`src/rtl/pwm_multi_pkg.sv`:
```
// Register map, control bit positions and byte-lane helpers shared by the
// pwm_multi top level and its channel slices.
package pwm_multi_pkg;

   localparam int unsigned REG_CTRL  = 'h00;
   localparam int unsigned REG_DT    = 'h01;
   localparam int unsigned REG_PRD   = 'h02;
   localparam int unsigned CH_BASE   = 'h08;
   localparam int unsigned CH_STRIDE = 8;
   localparam int unsigned CMPH_OFF  = 0;
   localparam int unsigned CMPL_OFF  = 4;
   localparam int unsigned REG_BYTES = 3;

   localparam int unsigned CTRL_EN   = 0;
   localparam int unsigned CTRL_LOAD = 1;

   function automatic int unsigned min_adr_w(input int unsigned nch);
      return $clog2(CH_BASE + CH_STRIDE * nch);
   endfunction

   function automatic logic [7:0] get_byte(input logic [23:0] v, input logic [1:0] k);
      case (k)
         2'd0:    return v[7:0];
         2'd1:    return v[15:8];
         2'd2:    return v[23:16];
         default: return 8'h00;
      endcase
   endfunction

   function automatic logic [23:0] set_byte(input logic [23:0] v, input logic [1:0] k,
                                            input logic [7:0] b);
      logic [23:0] r;
      r = v;
      case (k)
         2'd0:    r[7:0]   = b;
         2'd1:    r[15:8]  = b;
         2'd2:    r[23:16] = b;
         default: r        = v;
      endcase
      return r;
   endfunction

endpackage

```
`src/rtl/pwm_multi_chan.sv`:
```
// One I/Q channel: compare window against the shared timebase, raw-edge
// detection, dead-time insertion and the registered output pair.
module pwm_chan
   import pwm_multi_pkg::*;
#(
   parameter int unsigned WIDTH = 18
) (
   input  logic             clk,
   input  logic             rst,
   input  logic             en_i,
   input  logic [WIDTH-1:0] tb_i,
   input  logic [WIDTH-1:0] cmph_i,
   input  logic [WIDTH-1:0] cmpl_i,
   input  logic [7:0]       dt_i,
   output logic             pwm_i_o,
   output logic             pwm_q_o
);

   logic       raw_d, raw_q;
   logic [7:0] cnt_d, cnt_q;
   logic       pi_d, pi_q;
   logic       pq_d, pq_q;

   // An empty or inverted window (cmpl >= cmph) falls out of the compare as constant 0.
   always_comb begin
      raw_d = (cmpl_i <= tb_i) && (tb_i < cmph_i);
      cnt_d = '0;
      if (raw_d != raw_q) begin
         cnt_d = dt_i;
      end else if (cnt_q != '0) begin
         cnt_d = cnt_q - 8'd1;
      end
      pi_d = en_i && (cnt_d == '0) && raw_d;
      pq_d = en_i && (cnt_d == '0) && !raw_d;
   end

   always_ff @(posedge clk or posedge rst) begin
      if (rst) begin
         raw_q <= 1'b0;
         cnt_q <= '0;
         pi_q  <= 1'b0;
         pq_q  <= 1'b0;
      end else begin
         raw_q <= raw_d;
         cnt_q <= cnt_d;
         pi_q  <= pi_d;
         pq_q  <= pq_d;
      end
   end

   assign pwm_i_o = pi_q;
   assign pwm_q_o = pq_q;

endmodule

```
`src/rtl/pwm_multi.sv`:
```
// Multi-channel I/Q PWM: shared down-counting timebase, shadow/active register
// banks behind a byte-wide Wishbone slave, one pwm_chan per channel.
module pwm_multi
   import pwm_multi_pkg::*;
#(
   parameter int unsigned WIDTH   = 18,
   parameter int unsigned NCH     = 2,
   parameter int unsigned PRD_RST = 8,
   parameter int unsigned ADR_W   = 8
) (
   input  logic             clk,
   input  logic             rst,
   input  logic             wb_cyc_i,
   input  logic             wb_stb_i,
   input  logic             wb_we_i,
   input  logic [ADR_W-1:0] wb_adr_i,
   input  logic [7:0]       wb_dat_i,
   output logic [7:0]       wb_dat_o,
   output logic             wb_ack_o,
   output logic [NCH-1:0]   pwm_i,
   output logic [NCH-1:0]   pwm_q
);

   logic             en_q, ack_q;
   logic [7:0]       dat_q, rdata;
   logic [7:0]       dt_s_q, dt_a_q;
   logic [WIDTH-1:0] prd_s_q, prd_a_q;
   logic [WIDTH-1:0] tb_q, tb_d;
   logic [WIDTH-1:0] cmph_s_q [NCH];
   logic [WIDTH-1:0] cmpl_s_q [NCH];
   logic [WIDTH-1:0] cmph_a_q [NCH];
   logic [WIDTH-1:0] cmpl_a_q [NCH];

   logic             req, wr, load, xfer;
   logic             sel_ctrl, sel_dt, sel_prd;
   logic [NCH-1:0]   sel_cmph, sel_cmpl;
   logic [1:0]       bsel;
   logic [23:0]      old24, new24;
   logic [31:0]      adr;

   assign req  = wb_cyc_i & wb_stb_i & ~ack_q;
   assign wr   = wb_cyc_i & wb_stb_i & wb_we_i & ack_q;
   assign load = wr & sel_ctrl & wb_dat_i[CTRL_LOAD];
   assign xfer = (tb_q == '0) | load;

   // One shared 24-bit view of the addressed multi-byte register serves both
   // the read mux and the byte merge for writes.
   always_comb begin
      adr      = 32'(wb_adr_i);
      sel_ctrl = (adr == REG_CTRL);
      sel_dt   = (adr == REG_DT);
      sel_prd  = (adr >= REG_PRD) && (adr < REG_PRD + REG_BYTES);
      bsel     = sel_prd ? 2'(adr - REG_PRD) : 2'(adr % 4);
      sel_cmph = '0;
      sel_cmpl = '0;
      old24    = '0;
      if (sel_prd) old24 = 24'(prd_s_q);
      for (int unsigned n = 0; n < NCH; n++) begin
         sel_cmph[n] = (adr >= CH_BASE + n * CH_STRIDE + CMPH_OFF) &&
                       (adr <  CH_BASE + n * CH_STRIDE + CMPH_OFF + REG_BYTES);
         sel_cmpl[n] = (adr >= CH_BASE + n * CH_STRIDE + CMPL_OFF) &&
                       (adr <  CH_BASE + n * CH_STRIDE + CMPL_OFF + REG_BYTES);
         if (sel_cmph[n]) old24 = 24'(cmph_s_q[n]);
         if (sel_cmpl[n]) old24 = 24'(cmpl_s_q[n]);
      end
      new24 = set_byte(old24, bsel, wb_dat_i);
      rdata = get_byte(old24, bsel);
      if (sel_ctrl) rdata = 8'(en_q);
      if (sel_dt)   rdata = dt_s_q;
   end

   always_comb begin
      tb_d = '0;
      if (en_q) begin
         tb_d = (tb_q == '0) ? prd_a_q : tb_q - WIDTH'(1);
      end
   end

   always_ff @(posedge clk or posedge rst) begin
      if (rst) begin
         ack_q   <= 1'b0;
         dat_q   <= '0;
         en_q    <= 1'b1;
         dt_s_q  <= '0;
         prd_s_q <= WIDTH'(PRD_RST);
         for (int unsigned n = 0; n < NCH; n++) begin
            cmph_s_q[n] <= '0;
            cmpl_s_q[n] <= '0;
         end
      end else begin
         ack_q <= req;
         dat_q <= (req && !wb_we_i) ? rdata : '0;
         if (wr) begin
            if (sel_ctrl) en_q    <= wb_dat_i[CTRL_EN];
            if (sel_dt)   dt_s_q  <= wb_dat_i;
            if (sel_prd)  prd_s_q <= new24[WIDTH-1:0];
            for (int unsigned n = 0; n < NCH; n++) begin
               if (sel_cmph[n]) cmph_s_q[n] <= new24[WIDTH-1:0];
               if (sel_cmpl[n]) cmpl_s_q[n] <= new24[WIDTH-1:0];
            end
         end
      end
   end

   // EN=0 pins tb at 0, so the boundary term alone keeps the active bank tracking.
   always_ff @(posedge clk or posedge rst) begin
      if (rst) begin
         tb_q    <= '0;
         prd_a_q <= WIDTH'(PRD_RST);
         dt_a_q  <= '0;
         for (int unsigned n = 0; n < NCH; n++) begin
            cmph_a_q[n] <= '0;
            cmpl_a_q[n] <= '0;
         end
      end else begin
         tb_q <= tb_d;
         if (xfer) begin
            prd_a_q <= prd_s_q;
            dt_a_q  <= dt_s_q;
            for (int unsigned n = 0; n < NCH; n++) begin
               cmph_a_q[n] <= cmph_s_q[n];
               cmpl_a_q[n] <= cmpl_s_q[n];
            end
         end
      end
   end

   for (genvar g = 0; g < NCH; g++) begin : g_ch
      pwm_chan #(
         .WIDTH(WIDTH)
      ) u_chan (
         .clk    (clk),
         .rst    (rst),
         .en_i   (en_q),
         .tb_i   (tb_q),
         .cmph_i (cmph_a_q[g]),
         .cmpl_i (cmpl_a_q[g]),
         .dt_i   (dt_a_q),
         .pwm_i_o(pwm_i[g]),
         .pwm_q_o(pwm_q[g])
      );
   end

   assign wb_dat_o = dat_q;
   assign wb_ack_o = ack_q;

endmodule

```
`config.mk`:
```
export PLATFORM = sky130hd
export DESIGN_NAME = pwm_multi
export DESIGN_NICKNAME = d
export VERILOG_FILES = /design/src/rtl/pwm_multi_pkg.sv /design/src/rtl/pwm_multi_chan.sv /design/src/rtl/pwm_multi.sv
export SDC_FILE = /design/constraint.sdc
export NUM_CORES = 1
export LEC_CHECK = 0
export CORE_UTILIZATION = 51
export CTS_BUF_LIST = sky130_fd_sc_hd__clkbuf_2 sky130_fd_sc_hd__clkbuf_4 sky130_fd_sc_hd__clkbuf_8
export DETAILED_ROUTE_END_ITERATION = 16
export PLACE_DENSITY = 0.65
export SYNTH_ARGS = -nofsm -noshare
export SYNTH_HDL_FRONTEND = slang
export SYNTH_SLANG_ARGS = --single-unit
```
`constraint.sdc`:
```
create_clock -name clk -period 10.12 [get_ports clk]
set_input_delay 1.012 -clock clk [delete_from_list [all_inputs] [get_ports clk]]
set_output_delay 1.012 -clock clk [all_outputs]
set_load 0.05 [all_outputs]
```
==> out/qor.yml <==
status: "completed"
min_period_ps: 4220
clockBufferDepth: 3
synthesis.nets: 1265
grt_max_degree: 110
core.rowCount: 57
grt_pass1_vias: 9183
synth-seq-cells: 246
cts_tree: "built"
grt_pass1_wl_um: 52300
async_flop_share: 1.00
drt-pass1-iter-count: 5
hold_viol: 0
fmax_mhz: 237
core_area_mm2: 0.0246
maxSlewViolCount: 0
worst_slew_pin_slew_ps: 1170
cap_violations: 0
die_h_um: 161
dp_hpwl_um: 22600
dp_slack_ps: 5380
path_clk_slew_ps: 60
htreeDepth: 2
io_pins: 34
start_kind: "input port"
cts_sinks: 246
grt_usage: 0.261
place_congestion: 0.874
cts-root-buf: "clkbuf_8"
fill_cells: 2077
yosysUniqueCellTypes: 65
vias: 8918
post_cts_buffers: 0
ir_drop_mv: 0.158
synth_area_mm2: 0.0129
yosys_warnings: 0
setup_tns_ps: 0
syn2layout_area_growth_pct: 10.4
vias_per_cell: 5.74
start_util: 0.526
drc: 0
wire_per_inst_um: 20.8
antenna_found_initial: 0
final_cell_mix: "dfrtp_1 (243), mux2_2 (112), nor2_1 (88)"
cp.required_ps: 10540
synth_ff_type: "dfrtp_1"
slew_headroom: 0.215
routed_wl_um: 32300
cts_resized: 0
clock_skew_ps: 18.9
ctsHoldBuffers: 0
antennaDiodeCount: 0
synth_area_per_cell_um2: 11.1
p_leak_nw: 6.96
final_area_mm2: 0.0143
cellPowerDensity_mw_per_mm2: 161
synth_seq_area_share: 0.476
layout_commonest_cell: "dfrtp_1"
overflow: 0
insertion_delay_ps: 560
hp-class: "flip-flop to flip-flop"
crit_type: "input port to flip-flop"
min_period_over_period: 0.417
crit_path_max_fanout: 43
placed_area_mm2: 0.0134
fin_ws_ps: 5900
drtIter0Drc: 578
worst_ep_arrival_time_ps: 4640
dieArea_mm2: 0.0260
endpoint_kind: "flip-flop"
io_buffers: 33
die_w_um: 161
numCtsBuffers: 43
setup_viol: 0
rsz0062_at_grt: "no"
finalNetCount: 1294
ant_nets: 0
synth-edff-count: 0
syn_inst: 1171
drive_gt1_frac: 0.224
[cell families (layout without fill, tap and decap cells)]
logic type,after synthesis,count (layout),share of synthesized area
simple gates,278,278,0.102
mux,190,190,0.177
fa+ha+maj,73,73,0.0706
compound gates,237,237,0.112
flops,246,246,0.476
xor+xnor,21,21,0.0148
buf+inv,126,185,0.0474
[layout make-up]
cell class | instances | area, µm² | share of cell area
Multi-Input combinational cell | 799 | 6180 | 0.433
Sequential cell | 246 | 6160 | 0.431
Clock buffer | 66 | 808 | 0.0565
Tap cell | 324 | 405 | 0.0284
Timing Repair Buffer | 43 | 400 | 0.0280
Inverter | 67 | 259 | 0.0181
Clock inverter | 9 | 76.3 | 0.00534
[path summary, 6_finish.rpt]
kind / start / to / slack [ps] / cells past startpoint
setup reg to reg: tb_q[6]$_DFF_PP0_ / g_ch[0].u_chan.cnt_q[2]$_DFF_PP0_ / 6320 / 9
hold reg to reg: wb_ack_o$_DFF_PP0_ / wb_ack_o$_DFF_PP0_ / 490 / 1
hold / removal: wb_ack_o$_DFF_PP0_ / wb_ack_o$_DFF_PP0_ / 490 / 1
max in group asynchronous: rst / cmpl_s_q[34]$_DFFE_PP0P_ / 6860 / 4
setup / recovery: wb_adr_i[6] / prd_a_q[13]$_DFFE_PP0P_ / 5900 / 8
min in group asynchronous: rst / cmph_a_q[8]$_DFFE_PP0P_ / 1020 / 2
[synthesized netlist by cell type (9+ instances only)]
| cell type | n | area [µm²] |
|---|---|---|
| a21oi_1 | 87 | 435 |
| ha_1 | 73 | 913 |
| o22ai_1 | 23 | 144 |
| xnor2_1 | 17 | 149 |
| a22oi_1 | 18 | 135 |
| nand2_1 | 81 | 304 |
| o211a_1 | 14 | 140 |
| and2_1 | 9 | 56.3 |
| nand3_1 | 13 | 65.1 |
| o21ai_0 | 56 | 280 |
| nor3_1 | 19 | 95.1 |
| clkbuf_1 | 38 | 143 |
| nand4_1 | 15 | 93.8 |
| mux2_2 | 112 | 1260 |
| mux2_4 | 50 | 751 |
| inv_1 | 67 | 251 |
| mux2i_1 | 28 | 280 |
| nand2b_1 | 9 | 56.3 |
| dfrtp_1 | 243 | 6080 |
| nor2_1 | 89 | 334 |
[worst max-delay path: stages]
cell	delay (ps)
clkdlybuf4s50_1	460
nor3_2	530
nand2b_1	360
or2_2	430
nor4_1	380
nand2_1	150
nand2_2	850
mux2_2	420
[report_power, final]
group | switching, mW | internal, mW | total (mW)
Clock | 0.413 | 0.534 | 0.947
Sequential | 0.0399 | 1.02 | 1.06
Combinational | 0.163 | 0.134 | 0.298
[routing by layer]
| layer | global-route usage | vias to the layer above | part of all wire |
|---|---|---|---|
| li1 | - | 4242 | - |
| met1 | 0.386 | 4361 | 0.48 |
| met2 | 0.378 | 259 | 0.42 |
| met3 | 0.0609 | 56 | 0.071 |
| met4 | 0.0858 | 0 | 0.028 |
| met5 | 0 | - | 0 |
[registers in the layout, summed over array words and instances, names as in the netlist, 2 cells and up]
name and cells:
cmph_a_q 36, cmph_s_q 36, cmpl_a_q 36, cmpl_s_q 36, prd_a_q 18, prd_s_q 18, tb_q 18, g_ch.u_chan.cnt_q 16
dt_a_q 8, dt_s_q 8, wb_dat_o 8, g_ch.u_chan.pwm_i_o 2, g_ch.u_chan.pwm_q_o 2, g_ch.u_chan.raw_q 2
[metrics by stage]
stage	hold WS, ps	utilization	total power, mW	cells
2_1_floorplan	466	-	1.30	1171
3_3_place_gp	481	0.545	1.37	1479
3_5_place_dp	485	0.545	1.38	1479
4_1_cts	497	0.581	2.32	1554
5_1_grt	525	0.581	2.41	1554
6_report	493	0.581	2.31	1554
(Power assumes the default switching activity.)
